<file path="config.mk">
export PLATFORM = sky130hd
export DESIGN_NAME = alu_pipe
export DESIGN_NICKNAME = d
export VERILOG_FILES = /design/src/rtl/alu_pipe.sv
export SDC_FILE = /design/constraint.sdc
export NUM_CORES = 1
export LEC_CHECK = 0
export ABC_AREA = 1
export BUFFER_PORTS_ARGS = -buffer_cell sky130_fd_sc_hd__clkbuf_2
export CORE_ASPECT_RATIO = 0.7
export CORE_UTILIZATION = 50
export CTS_BUF_LIST = sky130_fd_sc_hd__clkbuf_16
export DETAILED_ROUTE_END_ITERATION = 7
export PLACE_DENSITY = 0.78
export SYNTH_ARGS = -nofsm -noshare
export SYNTH_HDL_FRONTEND = slang
export SYNTH_SLANG_ARGS = --single-unit
</file>
<file path="constraint.sdc">
create_clock -name clk -period 3.1 [get_ports clk]
set_clock_uncertainty 0.05 [all_clocks]
set_input_delay 0.155 -clock clk [delete_from_list [all_inputs] [get_ports clk]]
set_output_delay 0.155 -clock clk [all_outputs]
set_load 0.01 [all_outputs]
</file>
<file path="src/rtl/alu_pipe.sv">
// Handshaked, registered ALU with a parametric operand width and a true arithmetic right shift.
// Define ALU_MUL_EN to build opcode 101 as an iterative unsigned shift-add multiplier.
//   state  | meaning
//   IDLE   | accepting requests; single-cycle ops load the output register on accept
//   MUL    | consuming one multiplier bit per cycle into the accumulator
//   DONE   | product ready; waits for the output register to be free
module alu_pipe #(
  parameter int WIDTH = 8,
  localparam int SHW = $clog2(WIDTH)
) (
  input  logic             clk,
  input  logic             rst_n,
  input  logic             in_valid,
  output logic             in_ready,
  input  logic [WIDTH-1:0] rs1,
  input  logic [WIDTH-1:0] rs2,
  input  logic [2:0]       ctrl,
  input  logic             flag,
  output logic             out_valid,
  input  logic             out_ready,
  output logic [WIDTH-1:0] out,
  output logic             overflow,
  output logic             busy
);

  localparam logic [2:0] OP_ADD  = 3'b000;
  localparam logic [2:0] OP_LOG  = 3'b001;
  localparam logic [2:0] OP_SLTU = 3'b010;
  localparam logic [2:0] OP_SH   = 3'b011;
  localparam logic [2:0] OP_SRA  = 3'b100;

  logic [WIDTH-1:0] out_q, out_d;
  logic             ovf_q, ovf_d;
  logic             out_valid_q, out_valid_d;
  logic             out_free, accept;
  logic [WIDTH-1:0] res;
  logic             res_ovf;
  logic [WIDTH:0]   add_full;
  logic [WIDTH-1:0] sub_res;
  logic [SHW-1:0]   sh;

  assign out_free  = !out_valid_q || out_ready;
  assign accept    = in_valid && in_ready;
  assign sh        = rs2[SHW-1:0];
  assign out       = out_q;
  assign overflow  = ovf_q;
  assign out_valid = out_valid_q;

  always_comb begin
    add_full = {1'b0, rs1} + {1'b0, rs2};
    sub_res  = rs1 + ~rs2 + WIDTH'(1);
    res      = '0;
    res_ovf  = 1'b0;
    case (ctrl)
      OP_ADD: begin
        if (flag) begin
          res     = sub_res;
          res_ovf = (rs1[WIDTH-1] ^ rs2[WIDTH-1]) & (rs1[WIDTH-1] ^ sub_res[WIDTH-1]);
        end else begin
          res     = add_full[WIDTH-1:0];
          res_ovf = add_full[WIDTH];
        end
      end
      OP_LOG:  res = flag ? ~(rs1 & rs2) : ~(rs1 | rs2);
      OP_SLTU: res = {{(WIDTH-1){1'b0}}, (rs1 < rs2)};
      OP_SH:   res = flag ? (rs1 << sh) : (rs1 >> sh);
      // Signed operand so the shift fills with rs1's sign bit.
      OP_SRA:  res = $unsigned($signed(rs1) >>> sh);
      default: ;
    endcase
  end

`ifdef ALU_MUL_EN
  localparam logic [2:0] OP_MUL = 3'b101;

  typedef enum logic [1:0] {S_IDLE, S_MUL, S_DONE} state_t;

  state_t             state_q, state_d;
  logic [2*WIDTH-1:0] acc_q, acc_d;
  logic [2*WIDTH-1:0] mcand_q, mcand_d;
  logic [WIDTH-1:0]   mplr_q, mplr_d;
  logic [SHW-1:0]     cnt_q, cnt_d;

  assign in_ready = (state_q == S_IDLE) && out_free;
  assign busy     = (state_q != S_IDLE);

  always_comb begin
    state_d     = state_q;
    acc_d       = acc_q;
    mcand_d     = mcand_q;
    mplr_d      = mplr_q;
    cnt_d       = cnt_q;
    out_d       = out_q;
    ovf_d       = ovf_q;
    out_valid_d = out_valid_q && !out_ready;
    case (state_q)
      S_IDLE: begin
        if (accept) begin
          if (ctrl == OP_MUL) begin
            state_d = S_MUL;
            acc_d   = '0;
            mcand_d = {{WIDTH{1'b0}}, rs1};
            mplr_d  = rs2;
            cnt_d   = '0;
          end else begin
            out_d       = res;
            ovf_d       = res_ovf;
            out_valid_d = 1'b1;
          end
        end
      end
      S_MUL: begin
        if (mplr_q[0]) acc_d = acc_q + mcand_q;
        mcand_d = mcand_q << 1;
        mplr_d  = mplr_q >> 1;
        cnt_d   = cnt_q + SHW'(1);
        if (cnt_q == SHW'(WIDTH - 1)) state_d = S_DONE;
      end
      S_DONE: begin
        if (out_free) begin
          out_d       = acc_q[WIDTH-1:0];
          ovf_d       = |acc_q[2*WIDTH-1:WIDTH];
          out_valid_d = 1'b1;
          state_d     = S_IDLE;
        end
      end
      default: state_d = S_IDLE;
    endcase
  end

  always_ff @(posedge clk or negedge rst_n) begin
    if (!rst_n) begin
      state_q     <= S_IDLE;
      acc_q       <= '0;
      mcand_q     <= '0;
      mplr_q      <= '0;
      cnt_q       <= '0;
      out_q       <= '0;
      ovf_q       <= 1'b0;
      out_valid_q <= 1'b0;
    end else begin
      state_q     <= state_d;
      acc_q       <= acc_d;
      mcand_q     <= mcand_d;
      mplr_q      <= mplr_d;
      cnt_q       <= cnt_d;
      out_q       <= out_d;
      ovf_q       <= ovf_d;
      out_valid_q <= out_valid_d;
    end
  end
`else
  // Without the multiplier opcode 101 falls into the invalid-opcode path (res = 0).
  assign in_ready = out_free;
  assign busy     = 1'b0;

  always_comb begin
    out_d       = out_q;
    ovf_d       = ovf_q;
    out_valid_d = out_valid_q && !out_ready;
    if (accept) begin
      out_d       = res;
      ovf_d       = res_ovf;
      out_valid_d = 1'b1;
    end
  end

  always_ff @(posedge clk or negedge rst_n) begin
    if (!rst_n) begin
      out_q       <= '0;
      ovf_q       <= 1'b0;
      out_valid_q <= 1'b0;
    end else begin
      out_q       <= out_d;
      ovf_q       <= ovf_d;
      out_valid_q <= out_valid_d;
    end
  end
`endif

endmodule

</file>
==> results of run 1 <==
[path summary, 6_finish.rpt]
path / startpoint / to
hold reg to reg: out[3]$_DFFE_PN0P_ / out[3]$_DFFE_PN0P_
setup reg to reg: out_valid$_DFF_PN0_ / overflow$_DFFE_PN0P_
hold / removal: in_valid / out_valid$_DFF_PN0_
min in group asynchronous: rst_n / out[3]$_DFFE_PN0P_
max in group asynchronous: rst_n / out[0]$_DFFE_PN0P_
setup / recovery: rs2[1] / out[4]$_DFFE_PN0P_
[flip-flops by register name, summed over array words and instances (netlist names)]
| signal | flops |
|---|---|
| out | 8 |
| out_valid | 1 |
| overflow | 1 |
[per-layer routing]
metal	up-vias	GRT usage	part of all wire
met4	0	0.0740	0.019
li1	1284	-	-
met3	16	0.0512	0.096
met5	-	0	0
met2	129	0.468	0.42
met1	1169	0.456	0.47
[critical path: cells and delay by family]
family | cells | cell delay, ns
buffers and inverters | 2 | 0.60
adder cells (fa/ha/maj) | 1 | 0.49
AND/OR/NAND/NOR | 7 | 0.48
AO/OA/AOI/OAI | 1 | 0.23
[through the flow]
stage          cell area (um2)  cells   util
5_1_grt                   2450    457  0.602
2_1_floorplan             2210    376      -
4_1_cts                   2450    457  0.602
3_5_place_dp              2360    452  0.580
3_3_place_gp              2360    452  0.580
6_report                  2450    457  0.602
[report_power, final]
part / leakage (nW) / internal (mW) / switching [mW]
clock: 0.0385 / 0.169 / 0.0634
combinational: 1.22 / 0.115 / 0.229
sequential: 0.130 / 0.148 / 0.00927
total: 1.39 / 0.432 / 0.302
[final cells by class]
class | instances | area, um2
multi-input combinational | 309 | 1690
fill | 413 | 1620
sequential | 10 | 250
timing repair buffer | 35 | 180
inverter | 47 | 179
clock buffer | 3 | 75.1
tap | 52 | 65.1
clock inverter | 1 | 3.75
[cells in the mapped netlist, types with 2 or more instances]
library cell  count
nand2_1         131
nand3_1          55
inv_1            31
ha_1             25
nor2_1           23
o21ai_1          14
a21oi_1          13
inv_2            13
dfrtp_1          10
nand4_1          10
o211ai_1          9
nand2_2           7
buf_6             4
buf_2             3
buf_4             3
o21a_1            3
clkinv_1          2
fa_1              2
o211ai_2          2
o21ai_0           2
o21ai_2           2
[logic make-up after synthesis]
| family | Yosys count | share of synthesized area |
|---|---|---|
| other | 1 | 0.00170 |
| DFF | 10 | 0.113 |
| adders and majority gates | 27 | 0.160 |
| and+or+nand+nor | 232 | 0.462 |
| AOI/OAI and AO/OA | 49 | 0.144 |
| buffers and inverters | 57 | 0.119 |
==> metrics.md, run 1 <==
| Metric | Value |
|---|---|
| Antenna violations before repair | `0` |
| DR WL/cell | `between 10 and 15 um` |
| Worst R2R Path Depth | `7` |
| Syn. warnings | `0` |
| CP peak stage delay | `0.49 ns` |
| Setup tns final | `0 ns` |
| Final setup fails | `0` |
| Synth Net Count | `427` |
| Lkg Pwr | `1.39 nW` |
| RSZ-0062 raised after global routing | `false` |
| Clock transition at path regs | `0.04 ns` |
| Gr usage total | `0.310` |
| Post-synth EDFFs | `0` |
| Hold Violations, Final | `0` |
| Post-layout nets | `457` |
| Via Count | `2598` |
| CTS tree | `yes` |
| Starting DRT DRC Count | `239` |
| Max Cap Viol | `0` |
| Critical Path Sink Type | `flop` |
| Share of cells above drive strength 1 | `0.168` |
| ANT nets after route | `0` |
| Clock tree buffer depth | `2` |
| Fin crit share | `0.614` |
| Area growth syn-to-layout | `10.9%` |
| Final wirelength | `around 6600 um` |
| Num rows | `19` |
| Yosys top cell area share | `0.223` |
| Slowest-stage cell, CP | `fa_1` |
| Worst-skew pair later-pin latency | `0.24 ns` |
| Status | `finished clean` |
| Most frequent cells in the layout | `nand2_1 (131), nand3_1 (55), clkbuf_2 (34)` |
| Core box area | `slightly above 4000 um2` |
| Crit-path cells | `clkbuf_2 -> inv_2 -> fa_1 -> o21bai_1 -> nand2_1 -> nand3_1 -> nand2_1 -> nand2_1 -> nand2_1 -> nand2_1 -> nand2_1` |
| Worst setup path class | `input port to flop` |
| Num ports | `36` |
| CP required | `roughly 3.2 ns` |
| Slew headroom | `0.555` |
| Vias in the first global route | `~2400` |
| Hold depth | `3` |
| Actual slew at the worst max-slew pin | `between 0.6 and 0.7 ns` |
| Total CTS buffers | `3` |
| Die area | `4690 um2` |
| Buffers on Ports | `34` |
| Post-route setup slack | `1.20 ns` |
| Via/cell ratio | `5.68` |
| Most used cell, CP | `nand2_1` |
| Max FO, Critical Path | `24` |
| First-pass GRT wire length | `11100 um` |
| # DRC | `0` |
| Hold WS | `0.0889 ns` |
| Cells resized by post-CTS repair | `0` |
| Post-CTS Setup Bufs | `0` |
| Tmin final | `1.90 ns` |
| Starting density of the core | `0.543` |
| CP Data Arrival Time | `about 2.0 ns` |
| Cts hold-fix bufs | `1` |
| Power Total | `733 uW` |
| Syn_area_per_cell | `5.87 um2` |
| Clock Sinks | `10` |
| DPL Wire Length | `5320 um` |
| Critical Path Start Type | `input port` |
| Post-synth cell types | `33` |
| Largest area contributor in the netlist | `nand2_1` |
| Sequential area share after synthesis | `0.113` |
| Total gr overflow | `0` |
| Ys async rst share | `1.00` |
| Max IR drop VDD | `248 uV` |
| Pre-CTS setup slack | `a little over 1 ns` |
| Mapped Cells | `376` |
| Ant diodes | `0` |
| TritonRoute pass-1 iters | `6` |
| Root Buffer | `clkbuf_16` |
| R2R Setup Slk | `around 1.7 ns` |
| Largest net degree at the start of global routing | `33` |
| RePlAce Congestion | `about 0.94` |
| Hold WC Path Type | `input port to flop` |
| Ranking of synthesized cells by area | `nand2_1 (22%), ha_1 (14%), nand3_1 (12%)` |
| Die X | `between 80 and 90 um` |
| Commonest non-fill, non-tap cell in the layout | `nand2_1` |
| Post-Syn Area | `2210 um2` |
| Fmax | `0.526 GHz` |
| Pins Over Slew Limit | `0` |
| Chip height | `57.6 um` |
| Power Dens Cells | `300 nW/um2` |
| CTS H-tree lvls | `1` |
| Top_reg_cell synth | `dfrtp_1` |
| Synth Register Bits | `10` |
(Power assumes the default switching activity.)
==> inputs of run 2 (changes only) <==
clock period = 1.79 ns   (was 3.1 ns; I/O delays follow)
==> run 2 against run 1 <==
Core utilization is 3.4 points higher. Flip-flop and latch count stayed put. Hold slack lost 0.068 ns. First-iteration DRC count is 19% higher. Critical path depth increased by 1. Final area grew 5.6%. Wire length grew 3.4%. Non-clock buffer count up 17. Setup slack got worse by 0.95 ns. Final cell count is 3.5% higher. Sequential power is 72% higher. Critical path type unchanged. Largest cell class unchanged. Largest power group unchanged.
==> metrics.md, run 2 (synthesis results as in run 1) <==
| Metric | Value |
|---|---|
| Share of cells above drive strength 1 | `0.202 (+0.0340)` |
| Worst-skew pair later-pin latency | `0.24 ns (about the same)` |
| Setup tns final | `0 ns (unchanged)` |
| Max FO, Critical Path | `4 (-83%)` |
| Chip height | `57.6 um (unchanged)` |
| Clock transition at path regs | `0.04 ns (about the same)` |
| DPL Wire Length | `5600 um (+5.1%)` |
| Worst R2R Path Depth | `7 (unchanged)` |
| Most used cell, CP | `nand2_1` |
| Final Non-Filler Cells | `473 (+3.5%)` |
| DR WL/cell | `14.5 um (-0.13%)` |
| Critical Path Sink Type | `flop` |
| Delay-heaviest family, CP | `adder cells` |
| Crit-path cells | `clkbuf_2 -> inv_1 -> ha_1 -> fa_1 -> inv_1 -> nand2_1 -> nand2_1 -> nand4_1 -> nand3_1 -> nand2_1 -> o21ai_1 -> nand2_1` |
| RSZ-0062 raised after global routing | `false` |
| Worst R2R End | `overflow$_DFFE_PN0P_` |
| Max Cap Viol | `0 (unchanged)` |
| Sequential cell area | `250 um2 (unchanged)` |
| Final wirelength | `6870 um (+3.4%)` |
| Cells resized by post-CTS repair | `0 (unchanged)` |
| Fin crit share | `0.864` |
| Hold Violations, Final | `0 (unchanged)` |
| CP peak stage delay | `0.39 ns (-0.10 ns)` |
| DP Cell Count | `469 (+3.8%)` |
| Core box area | `4070 um2 (unchanged)` |
| Pins Over Slew Limit | `0 (unchanged)` |
| CTS H-tree lvls | `1 (unchanged)` |
| Critical path depth | `12 (+1)` |
| Largest net degree at the start of global routing | `24 (-27%)` |
| Antenna violations before repair | `0 (unchanged)` |
| Slowest-stage cell, CP | `fa_1` |
| Via/cell ratio | `5.68 (-0.15%)` |
| Critical R2R Launch | `out_valid$_DFF_PN0_` |
| CTS tree | `yes` |
| Starting DRT DRC Count | `285 (+19%)` |
| Multi-input logic area | `1690 um2 (unchanged)` |
| ANT nets after route | `0 (unchanged)` |
| Fill cell count | `407 (-1.5%)` |
| WP buf/inv | `3 (+1)` |
| Clock tree buffer depth | `2 (unchanged)` |
| Max IR drop VDD | `405 uV (+63%)` |
| Clock Sinks | `10 (unchanged)` |
| TritonRoute pass-1 iters | `6 (unchanged)` |
| Root Buffer | `clkbuf_16` |
| Starting density of the core | `0.543 (unchanged)` |
| Hold WC Path Type | `input port to flop` |
| Num rows | `19 (unchanged)` |
| Gr usage total | `0.315 (+0.00481)` |
| Critical Path Start Type | `input port` |
| R2R Setup Slk | `0.40 ns (-1.34 ns)` |
| Reg power frac | `0.208 (-0.006)` |
| Power Dens Cells | `504 nW/um2 (+68%)` |
| Vias in the first global route | `2383 (+1.1%)` |
| Area growth syn-to-layout | `17.1%` |
| Most frequent cells in the layout | `nand2_1 (131), nand3_1 (55), clkbuf_2 (34)` |
| Via Count | `2685 (+3.3%)` |
| Ant diodes | `0 (unchanged)` |
| Die X | `81.4 um (unchanged)` |
| Switching pwr | `528 uW (+75%)` |
| Total CTS buffers | `3 (unchanged)` |
| Commonest non-fill, non-tap cell in the layout | `nand2_1` |
| Worst setup path class | `input port to flop` |
| Fmax | `roughly 0.65 GHz` |
| CP Data Arrival Time | `1.62 ns (-0.36 ns)` |
| Sw Share | `0.405 (-0.00590)` |
| Clock network power share | `0.303 (-0.014)` |
| Num ports | `36 (unchanged)` |
| Lkg Pwr | `1.47 nW (+6.1%)` |
| Status | `finished clean` |
| Post-layout nets | `474 (+3.7%)` |
| Combinational share of power | `0.489 (+0.020)` |
| First-pass GRT wire length | `11200 um (+0.44%)` |
| # DRC | `0 (unchanged)` |
| Buffers on Ports | `34 (unchanged)` |
| Internal Power | `774 uW (+79%)` |
| Crit path to | `out[0]$_DFFE_PN0P_` |
| CP required | `1.86 ns (-1.31 ns)` |
| Max FFs per register | `8 (unchanged)` |
| RePlAce Congestion | `0.956 (+1.4%)` |
| Final setup fails | `0 (unchanged)` |
| Crit. Startpoint | `rs1[0]` |
| Total gr overflow | `0 (unchanged)` |
| Die area | `4690 um2 (unchanged)` |
| Tmin final | `1.55 ns` |
-- run 2: cell types whose count changed in the layout (fill, tap and decap cells not counted) --
cell	change
buf_12	+1
buf_4	+16
clkinv_1	-1
-- run 2: worst min-delay path by stage --
stage	from	endpoint	slack (ns)	cells past startpoint
finish	in_valid	out_valid$_DFF_PN0_	0.02	3
global route	in_valid	out_valid$_DFF_PN0_	0.02	3
CTS	in_valid	out_valid$_DFF_PN0_	0.02	3
detailed placement	rst_n	out[3]$_DFFE_PN0P_	-0.08	1
global placement	rst_n	out[3]$_DFFE_PN0P_	-0.08	1
floorplan	rst_n	out[0]$_DFFE_PN0P_	-0.26	0
-- run 2: layer usage --
| layer | GRT usage | up-vias | wire length (um) | share of wire |
|---|---|---|---|---|
| li1 | - | 1328 | - | - |
| met1 | 0.469 | 1178 | 3110 | 0.45 |
| met2 | 0.450 | 167 | 2840 | 0.41 |
| met3 | 0.0784 | 12 | 830 | 0.12 |
| met4 | 0.0714 | 0 | 87 | 0.013 |
| met5 | 0 | - | 0 | 0 |
-- run 2: per-stage QoR --
stage / hold slack, ns / instance area (um2) / utilization / setup WS, ns / total power, mW
final: 0.0208 / 2580 / 0.636 / 0.243 / 1.30
after CTS: 0.0226 / 2580 / 0.636 / 0.259 / 1.29
after detailed placement: -0.0779 / 2500 / 0.615 / 0.0197 / 0.892
after floorplan: -0.256 / 2210 / - / 0.330 / 0.682
after global routing: 0.0214 / 2580 / 0.636 / 0.157 / 1.40
after global placement: -0.0811 / 2500 / 0.615 / 0.0573 / 0.881
-- run 2: tightest hold or removal path, stage by stage --
cell,delay [ns]
clkbuf_2,0.09
inv_1,0.04
nand2_1,0.05
-- run 2: power by group through the flow --
stage | clock network [mW] | registers [mW] | logic [mW]
finish | 0.395 | 0.270 | 0.637
detailed placement | 0 | 0.274 | 0.619
global route | 0.417 | 0.275 | 0.704
CTS | 0.398 | 0.271 | 0.623
floorplan | 0 | 0.287 | 0.395
global placement | 0 | 0.273 | 0.608
-- run 2: cell type report --
type	count	share of cell area
Timing Repair Buffer	52	0.124
Clock buffer	3	0.0291
Tap cell	52	0.0252
Multi-Input combinational cell	309	0.656
Sequential cell	10	0.0969
Inverter	47	0.0692
-- run 2: what timing repair did --
item	4_1_cts	5_1_grt
setup buffers	0	0
hold buffers	1	0
endpoints found under the hold margin	10	0
setup endpoints to repair	0	0
